===== config.mk =====
export PLATFORM = sky130hd
export DESIGN_NAME = wb_uart_flat
export DESIGN_NICKNAME = d
export VERILOG_FILES = /design/src/rtl/wb_uart_if.sv /design/src/rtl/wb_uart.sv /design/src/flat_wrapper.sv
export SDC_FILE = /design/constraint.sdc
export NUM_CORES = 1
export LEC_CHECK = 0
export ABC_AREA = 1
export BUFFER_PORTS_ARGS = -buffer_cell sky130_fd_sc_hd__buf_2
export CORE_MARGIN = 1
export CORE_UTILIZATION = 50
export DETAILED_ROUTE_END_ITERATION = 8
export PLACE_DENSITY = 0.78
export RECOVER_POWER = 100
export SETUP_SLACK_MARGIN = 0.2
export SYNTH_ARGS = -nofsm -noshare
export SYNTH_HDL_FRONTEND = slang
export SYNTH_SLANG_ARGS = --single-unit

===== constraint.sdc =====
create_clock -name clk -period 4.1 [get_ports clk]
set_input_delay 0.205 -clock clk [delete_from_list [all_inputs] [get_ports clk]]
set_output_delay 0.205 -clock clk [all_outputs]
set_load 0.02 [all_outputs]

===== src/rtl/wb_uart_if.sv =====
// Wishbone classic bus bundle between the SoC interconnect and the wb_uart slave.
interface wb_uart_if;
    logic        wb_cyc_i;
    logic        wb_stb_i;
    logic        wb_we_i;
    logic [1:0]  wb_adr_i;
    logic [15:0] wb_dat_i;
    logic [15:0] wb_dat_o;
    logic        wb_ack_o;

    modport master (
        output wb_cyc_i, wb_stb_i, wb_we_i, wb_adr_i, wb_dat_i,
        input  wb_dat_o, wb_ack_o
    );

    modport slave (
        input  wb_cyc_i, wb_stb_i, wb_we_i, wb_adr_i, wb_dat_i,
        output wb_dat_o, wb_ack_o
    );
endinterface


===== src/rtl/wb_uart.sv =====
// 16-bit Wishbone UART with 4-deep TX/RX FIFOs and programmable divisor, 8N1 by default.
// Define UART_PARITY_EN for 8E1 framing with RX parity checking (STATUS b5).

module wb_uart_fifo #(
    parameter int AW = 2
) (
    input  logic       clk,
    input  logic       rst_n,
    input  logic       push,
    input  logic [7:0] push_data,
    input  logic       pop,
    output logic [7:0] head,
    output logic       empty,
    output logic       full
);
    localparam int DEPTH = 1 << AW;

    logic [7:0]  mem [DEPTH];
    logic [AW:0] wr_ptr_reg;
    logic [AW:0] rd_ptr_reg;
    logic        pop_ok;
    logic        push_ok;

    assign empty   = (wr_ptr_reg == rd_ptr_reg);
    assign full    = (wr_ptr_reg[AW] != rd_ptr_reg[AW]) &&
                     (wr_ptr_reg[AW-1:0] == rd_ptr_reg[AW-1:0]);
    // Pop is evaluated first, so a push into a full FIFO succeeds if a pop frees a slot.
    assign pop_ok  = pop & ~empty;
    assign push_ok = push & (~full | pop_ok);
    assign head    = mem[rd_ptr_reg[AW-1:0]];

    always_ff @(posedge clk) begin
        if (push_ok) begin
            mem[wr_ptr_reg[AW-1:0]] <= push_data;
        end
    end

    always_ff @(posedge clk or negedge rst_n) begin
        if (!rst_n) begin
            wr_ptr_reg <= '0;
            rd_ptr_reg <= '0;
        end else begin
            if (push_ok) wr_ptr_reg <= wr_ptr_reg + 1'b1;
            if (pop_ok)  rd_ptr_reg <= rd_ptr_reg + 1'b1;
        end
    end
endmodule

module wb_uart #(
    parameter int          FIFO_AW   = 2,
    parameter logic [15:0] DIV_RESET = 16'd1084
) (
    input  logic       clk,
    input  logic       rst_n,
    wb_uart_if.slave   bus,
    input  logic       uart_rx,
    output logic       uart_tx,
    output logic       irq_o
);
    typedef enum logic [2:0] {
        S_IDLE,
        S_START,
        S_DATA,
`ifdef UART_PARITY_EN
        S_PARITY,
`endif
        S_STOP
    } state_t;

    // Bus side
    logic        ack_reg;
    logic [15:0] dat_reg;
    logic [15:0] div_reg;
    logic [15:0] rdata;
    logic [15:0] status;
    logic        req;
    logic        wr;
    logic        rd;
    logic        stat_wr;

    // FIFOs
    logic        tx_push;
    logic        tx_pop;
    logic [7:0]  tx_head;
    logic        tx_empty;
    logic        tx_full;
    logic        rx_push;
    logic        rx_pop;
    logic [7:0]  rx_head;
    logic        rx_empty;
    logic        rx_full;
    logic        rx_drop;

    // Flags
    logic        rx_ovr_reg;
    logic        frm_err_reg;
    logic        frm_set;
    logic        par_bit;
`ifdef UART_PARITY_EN
    logic        par_err_reg;
    logic        par_set;
    logic        tx_par_reg;
    logic        tx_par_next;
`endif

    // TX engine
    state_t      tx_state_reg;
    state_t      tx_state_next;
    logic [15:0] tx_cnt_reg;
    logic [15:0] tx_cnt_next;
    logic [2:0]  tx_bit_reg;
    logic [2:0]  tx_bit_next;
    logic [7:0]  tx_shift_reg;
    logic [7:0]  tx_shift_next;
    logic        tx_line_reg;
    logic        tx_line_next;
    logic        tx_load;
    logic        tx_idle;

    // RX engine
    state_t      rx_state_reg;
    state_t      rx_state_next;
    logic [15:0] rx_cnt_reg;
    logic [15:0] rx_cnt_next;
    logic [2:0]  rx_bit_reg;
    logic [2:0]  rx_bit_next;
    logic [7:0]  rx_shift_reg;
    logic [7:0]  rx_shift_next;
    logic        rx_meta_reg;
    logic        rx_sync_reg;
    logic        rx_prev_reg;
    logic [15:0] half_bit;

    assign req     = bus.wb_cyc_i & bus.wb_stb_i & ~ack_reg;
    assign wr      = req & bus.wb_we_i;
    assign rd      = req & ~bus.wb_we_i;
    assign tx_push = wr & (bus.wb_adr_i == 2'd0);
    assign rx_pop  = rd & (bus.wb_adr_i == 2'd0);
    assign stat_wr = wr & (bus.wb_adr_i == 2'd1);

    assign bus.wb_ack_o = ack_reg;
    assign bus.wb_dat_o = dat_reg;
    assign uart_tx      = tx_line_reg;
    assign irq_o        = ~rx_empty;
    assign tx_idle      = tx_empty & (tx_state_reg == S_IDLE);
    assign rx_drop      = rx_push & rx_full & ~(rx_pop & ~rx_empty);

`ifdef UART_PARITY_EN
    assign par_bit = par_err_reg;
`else
    assign par_bit = 1'b0;
`endif

    assign status = {10'd0, par_bit, frm_err_reg, rx_ovr_reg, tx_idle, tx_full, ~rx_empty};

    always_comb begin
        rdata = 16'h0000;
        case (bus.wb_adr_i)
            2'd0:    rdata = rx_empty ? 16'h0000 : {8'h00, rx_head};
            2'd1:    rdata = status;
            2'd2:    rdata = div_reg;
            default: rdata = 16'h0000;
        endcase
    end

    wb_uart_fifo #(.AW(FIFO_AW)) u_tx_fifo (
        .clk       (clk),
        .rst_n     (rst_n),
        .push      (tx_push),
        .push_data (bus.wb_dat_i[7:0]),
        .pop       (tx_pop),
        .head      (tx_head),
        .empty     (tx_empty),
        .full      (tx_full)
    );

    wb_uart_fifo #(.AW(FIFO_AW)) u_rx_fifo (
        .clk       (clk),
        .rst_n     (rst_n),
        .push      (rx_push),
        .push_data (rx_shift_reg),
        .pop       (rx_pop),
        .head      (rx_head),
        .empty     (rx_empty),
        .full      (rx_full)
    );

    // Bus registers and sticky flags; a set in the same cycle as a clear wins.
    always_ff @(posedge clk or negedge rst_n) begin
        if (!rst_n) begin
            ack_reg     <= 1'b0;
            dat_reg     <= 16'h0000;
            div_reg     <= DIV_RESET;
            rx_ovr_reg  <= 1'b0;
            frm_err_reg <= 1'b0;
`ifdef UART_PARITY_EN
            par_err_reg <= 1'b0;
`endif
        end else begin
            ack_reg     <= req;
            dat_reg     <= rd ? rdata : 16'h0000;
            if (wr && bus.wb_adr_i == 2'd2) div_reg <= bus.wb_dat_i;
            rx_ovr_reg  <= (rx_ovr_reg  & ~(stat_wr & bus.wb_dat_i[3])) | rx_drop;
            frm_err_reg <= (frm_err_reg & ~(stat_wr & bus.wb_dat_i[4])) | frm_set;
`ifdef UART_PARITY_EN
            par_err_reg <= (par_err_reg & ~(stat_wr & bus.wb_dat_i[5])) | par_set;
`endif
        end
    end

    always_ff @(posedge clk or negedge rst_n) begin
        if (!rst_n) begin
            tx_state_reg <= S_IDLE;
            tx_cnt_reg   <= 16'd0;
            tx_bit_reg   <= 3'd0;
            tx_shift_reg <= 8'h00;
            tx_line_reg  <= 1'b1;
`ifdef UART_PARITY_EN
            tx_par_reg   <= 1'b0;
`endif
        end else begin
            tx_state_reg <= tx_state_next;
            tx_cnt_reg   <= tx_cnt_next;
            tx_bit_reg   <= tx_bit_next;
            tx_shift_reg <= tx_shift_next;
            tx_line_reg  <= tx_line_next;
`ifdef UART_PARITY_EN
            tx_par_reg   <= tx_par_next;
`endif
        end
    end

    always_comb begin
        tx_state_next = tx_state_reg;
        tx_cnt_next   = tx_cnt_reg;
        tx_bit_next   = tx_bit_reg;
        tx_shift_next = tx_shift_reg;
        tx_pop        = 1'b0;
        tx_load       = 1'b0;
        tx_line_next  = 1'b1;
`ifdef UART_PARITY_EN
        tx_par_next   = tx_par_reg;
`endif
        if (tx_state_reg == S_IDLE) begin
            tx_load = ~tx_empty;
        end else if (tx_cnt_reg != 16'd0) begin
            tx_cnt_next = tx_cnt_reg - 16'd1;
        end else begin
            tx_cnt_next = div_reg;
            case (tx_state_reg)
                S_START: begin
                    tx_state_next = S_DATA;
                    tx_bit_next   = 3'd0;
                end
                S_DATA: begin
                    tx_shift_next = {1'b0, tx_shift_reg[7:1]};
                    tx_bit_next   = tx_bit_reg + 3'd1;
                    if (tx_bit_reg == 3'd7) begin
`ifdef UART_PARITY_EN
                        tx_state_next = S_PARITY;
`else
                        tx_state_next = S_STOP;
`endif
                    end
                end
`ifdef UART_PARITY_EN
                S_PARITY: tx_state_next = S_STOP;
`endif
                S_STOP: begin
                    // Chain straight into the next start bit when more data is queued.
                    tx_load = ~tx_empty;
                    if (tx_empty) tx_state_next = S_IDLE;
                end
                default: tx_state_next = S_IDLE;
            endcase
        end
        if (tx_load) begin
            tx_state_next = S_START;
            tx_pop        = 1'b1;
            tx_shift_next = tx_head;
            tx_cnt_next   = div_reg;
`ifdef UART_PARITY_EN
            tx_par_next   = ^tx_head;
`endif
        end
        case (tx_state_next)
            S_START:  tx_line_next = 1'b0;
            S_DATA:   tx_line_next = tx_shift_next[0];
`ifdef UART_PARITY_EN
            S_PARITY: tx_line_next = tx_par_next;
`endif
            default:  tx_line_next = 1'b1;
        endcase
    end

    // First wait after the start edge is half a bit so later samples land mid-bit.
    assign half_bit = {1'b0, div_reg[15:1]} + {15'd0, div_reg[0]};

    always_ff @(posedge clk or negedge rst_n) begin
        if (!rst_n) begin
            rx_meta_reg  <= 1'b1;
            rx_sync_reg  <= 1'b1;
            rx_prev_reg  <= 1'b1;
            rx_state_reg <= S_IDLE;
            rx_cnt_reg   <= 16'd0;
            rx_bit_reg   <= 3'd0;
            rx_shift_reg <= 8'h00;
        end else begin
            rx_meta_reg  <= uart_rx;
            rx_sync_reg  <= rx_meta_reg;
            rx_prev_reg  <= rx_sync_reg;
            rx_state_reg <= rx_state_next;
            rx_cnt_reg   <= rx_cnt_next;
            rx_bit_reg   <= rx_bit_next;
            rx_shift_reg <= rx_shift_next;
        end
    end

    always_comb begin
        rx_state_next = rx_state_reg;
        rx_cnt_next   = rx_cnt_reg;
        rx_bit_next   = rx_bit_reg;
        rx_shift_next = rx_shift_reg;
        rx_push       = 1'b0;
        frm_set       = 1'b0;
`ifdef UART_PARITY_EN
        par_set       = 1'b0;
`endif
        if (rx_state_reg == S_IDLE) begin
            if (rx_prev_reg && !rx_sync_reg) begin
                rx_state_next = S_START;
                rx_cnt_next   = (half_bit == 16'd0) ? 16'd0 : half_bit - 16'd1;
            end
        end else if (rx_cnt_reg != 16'd0) begin
            rx_cnt_next = rx_cnt_reg - 16'd1;
        end else begin
            rx_cnt_next = div_reg;
            case (rx_state_reg)
                S_START: begin
                    rx_state_next = rx_sync_reg ? S_IDLE : S_DATA;
                    rx_bit_next   = 3'd0;
                end
                S_DATA: begin
                    rx_shift_next = {rx_sync_reg, rx_shift_reg[7:1]};
                    rx_bit_next   = rx_bit_reg + 3'd1;
                    if (rx_bit_reg == 3'd7) begin
`ifdef UART_PARITY_EN
                        rx_state_next = S_PARITY;
`else
                        rx_state_next = S_STOP;
`endif
                    end
                end
`ifdef UART_PARITY_EN
                S_PARITY: begin
                    par_set       = rx_sync_reg ^ (^rx_shift_reg);
                    rx_state_next = S_STOP;
                end
`endif
                S_STOP: begin
                    rx_push       = 1'b1;
                    frm_set       = ~rx_sync_reg;
                    rx_state_next = S_IDLE;
                end
                default: rx_state_next = S_IDLE;
            endcase
        end
    end
endmodule


===== src/flat_wrapper.sv =====
// flat-port wrapper written by rule: the top's interface ports become plain ports
module wb_uart_flat 
#(
    parameter int          FIFO_AW   = 2,
    parameter logic [15:0] DIV_RESET = 16'd1084
)
  (clk, rst_n, uart_rx, uart_tx, irq_o, bus_wb_cyc_i, bus_wb_stb_i, bus_wb_we_i, bus_wb_adr_i, bus_wb_dat_i, bus_wb_dat_o, bus_wb_ack_o);
  wb_uart_if bus_i ();
  input  logic clk;
  input  logic rst_n;
  input  logic uart_rx;
  output logic uart_tx;
  output logic irq_o;
  input wire logic [$bits(bus_i.wb_cyc_i)-1:0] bus_wb_cyc_i;
  input wire logic [$bits(bus_i.wb_stb_i)-1:0] bus_wb_stb_i;
  input wire logic [$bits(bus_i.wb_we_i)-1:0] bus_wb_we_i;
  input wire logic [$bits(bus_i.wb_adr_i)-1:0] bus_wb_adr_i;
  input wire logic [$bits(bus_i.wb_dat_i)-1:0] bus_wb_dat_i;
  output wire logic [$bits(bus_i.wb_dat_o)-1:0] bus_wb_dat_o;
  output wire logic [$bits(bus_i.wb_ack_o)-1:0] bus_wb_ack_o;
  assign bus_i.wb_cyc_i = bus_wb_cyc_i;
  assign bus_i.wb_stb_i = bus_wb_stb_i;
  assign bus_i.wb_we_i = bus_wb_we_i;
  assign bus_i.wb_adr_i = bus_wb_adr_i;
  assign bus_i.wb_dat_i = bus_wb_dat_i;
  assign bus_wb_dat_o = bus_i.wb_dat_o;
  assign bus_wb_ack_o = bus_i.wb_ack_o;
  wb_uart #(.FIFO_AW(FIFO_AW), .DIV_RESET(DIV_RESET)) u_core (.clk(clk), .rst_n(rst_n), .bus(bus_i), .uart_rx(uart_rx), .uart_tx(uart_tx), .irq_o(irq_o));
endmodule

==> results.json <==
{
  "crit_path_end_kind": "flop",
  "diodes": 0,
  "reg2reg_depth": 10,
  "fmax_mhz": 303,
  "syn_inst": 1027,
  "wire_per_inst_microns": 16.4,
  "avgSynthCellArea_sq_um": 8.71,
  "hold_start": "bus_wb_dat_i[10]",
  "violations": "max-capacitance violations, max-slew violations",
  "coreArea_sq_mm": 0.0174,
  "synth_seq_cells": 174,
  "std_cell_rows": 48,
  "clkSlewWorstSetupHoldPaths_ns": 0.07,
  "synth_warnings": 0,
  "slew_viol_final": 43,
  "grt_pass1_vias": 7016,
  "dieArea_sq_mm": 0.0184,
  "cap_violations": 1,
  "p_per_area_mw_per_mm2": 539,
  "cts.repair.resized": 0,
  "p_leak_nw": 4.36,
  "ioPinCount": 43,
  "hold_depth": 3,
  "start_util_pct": 51.5,
  "insertion_delay_ns": 0.43,
  "hold_class": "input pin to flop",
  "area_growth_pct": 11.0,
  "cts_setup_buffers": 0,
  "cts_buffers": 17,
  "worstMarginPinSlew_ns": 2.48,
  "routed_wl_mm": 21.5,
  "worstSetupPathType": "flop to flop",
  "path_max_fanout": 19,
  "initialDrtViolationCount": 910,
  "rsz0062_at_grt": "false",
  "place_congestion": 0.931,
  "slew_headroom_pct": -65.2,
  "hold_viol_final": 0,
  "crit_required_ns": 4.16,
  "period_minus_slack_ns": 3.30,
  "status": "finished, violations left",
  "ff2ff_setup_slack_ns": 0.80,
  "cts.sinks": 174,
  "finClkSkew_ns": 0.00920,
  "syn_area_sq_mm": 0.00894,
  "crit_start": "u_core.u_rx_fifo.rd_ptr_reg[0]",
  "drc": 0,
  "grt_overflow": 0,
  "grt_pass1_wl_mm": 34.7,
  "dieHeight_microns": 136,
  "cts_tree": "built",
  "clockRootBuffer": "clkbuf_16",
  "arrival_ns": 3.36,
  "nNetsFinal": 1123,
  "dr_total_vias": 7316,
  "holdPathEnd": "u_core.div_reg[10]",
  "holdWs_ns": 0.00899,
  "antenna_found_initial": 0,
  "grt_usage_pct": 24.8,
  "setup_viol": 0,
  "setup.worst_path.start_class": "flop",
  "clock_path_buffers": 2,
  "htreeDepth": 4,
  "rr_startpoint": "u_core.u_rx_fifo.rd_ptr_reg[0]",
  "portBuffers": 42,
  "hpwlAfterDp_mm": 15.3,
  "finalSetupTns_ns": 0,
  "ys_seq_area_share_pct": 52.4,
  "dr.pass1.iters": 7,
  "vias_per_cell": 5.58,
  "holdBufCountCts": 5,
  "grt_max_degree": 43,
  "synth_nets": 1076,
  "antenna_left": 0,
  "ir_drop_uv": 421,
  "r2r_end": "u_core.u_rx_fifo.mem[3][7]",
  "yosysUniqueCellTypes": 43,
  "die-width_microns": 136,
  "min_period_over_period_pct": 80.5,
  "drive_gt1_share_pct": 7.18
}
-- worst max-delay path: stages, from the launching register on --
cell	delay, ns
dfrtp_1	0.70
inv_1	0.40
nand2_1	0.17
a21oi_1	0.09
nand2_1	0.10
nand2_1	0.08
inv_1	0.12
nand2_1	0.18
nand2_1	0.12
nand3_1	0.23
nor2_1	0.73
-- logic make-up (layout without fill, tap and decap cells) --
| group | count (synthesis) | count (layout) | synth area share, % |
|---|---|---|---|
| simple gates | 465 | 465 | 22.4 |
| buf+inv | 137 | 197 | 6.10 |
| mux | 2 | 2 | 0.252 |
| flops | 174 | 174 | 52.4 |
| xor+xnor | 38 | 38 | 3.72 |
| compound gates | 186 | 186 | 11.7 |
| fa+ha+maj | 25 | 25 | 3.50 |
-- layout by cell type (no fill, tap or decap), types with 17 or more instances in the layout --
master	n
edfxtp_1	64
ha_1	25
clkbuf_1	30
inv_1	109
xor2_1	27
clkbuf_16	17
nor2_1	140
a21oi_1	46
nand3_1	55
dfrtp_1	101
nor3_1	23
nand2_1	211
o21ai_0	96
-- worst max path at each step --
stage                     depth (start not counted)  slack, ns                    endpoint
final                                            10       0.80  u_core.u_rx_fifo.mem[3][7]
after floorplan                                  10       1.67  u_core.u_tx_fifo.mem[0][0]
after global routing                              3       0.42           u_core.div_reg[7]
after detailed placement                         10       1.09  u_core.u_tx_fifo.mem[2][7]
after global placement                           10       1.24  u_core.u_tx_fifo.mem[1][0]
after CTS                                        10       1.01  u_core.u_tx_fifo.mem[2][0]
-- through the flow --
step	total power [mW]	utilization, %	cell area, sq um	std cells	setup WS [ns]
final	5.35	57.2	9930	1312	0.801
after global routing	5.65	57.2	9930	1312	0.423
after CTS	5.35	57.8	10000	1312	1.01
after detailed placement	3.66	53.9	9350	1275	1.09
after global placement	3.61	53.9	9350	1275	1.24
after floorplan	3.29	-	8940	1027	1.67
-- metal layers --
layer / wire [microns] / track usage, %
met1: 9400 / 33.3
met2: 10200 / 40.4
met4: 367 / 8.55
met5: 0 / 0
met3: 1560 / 4.38
-- power breakdown --
| part | switching [mW] | internal [mW] |
|---|---|---|
| clock | 0.757 | 0.933 |
| sequential | 0.269 | 2.02 |
| combinational | 0.880 | 0.488 |
| total | 1.91 | 3.44 |
-- final cells by class --
cell class | instances | area [sq um]
clock inverter | 15 | 195
timing repair buffer | 51 | 243
inverter | 114 | 430
multi-input combinational | 716 | 3670
tap | 225 | 282
fill | 1495 | 7430
sequential | 174 | 4690
clock buffer | 17 | 425
-- synth_stat cells, drive strengths merged --
cell type / instances / area share [%]
o21ai: 98 / 5.6
ha: 25 / 3.5
clkinv: 1 / 0.042
nor2: 149 / 6.8
a32o: 5 / 0.56
a32oi: 2 / 0.20
nand2: 214 / 9.1
nand3: 57 / 3.4
a21o: 1 / 0.084
a21oi: 46 / 2.6
xor2: 27 / 2.6
nor4: 2 / 0.14
buf: 9 / 0.70
nand3b: 3 / 0.39
clkbuf: 14 / 0.59
xnor2: 11 / 1.1
o211ai: 11 / 0.92
edfxtp: 64 / 21
o22ai: 13 / 0.91
mux2: 2 / 0.25
dfrtp: 101 / 28
a31oi: 4 / 0.28
a221oi: 1 / 0.098
nand4: 14 / 0.98
a211oi: 2 / 0.17
a22o: 2 / 0.20
nor3: 23 / 1.3
dfstp: 9 / 2.6
or2: 2 / 0.14
and2: 1 / 0.070
o221ai: 1 / 0.098
inv: 113 / 4.8
Note: power is estimated with default switching activity, not from simulation.
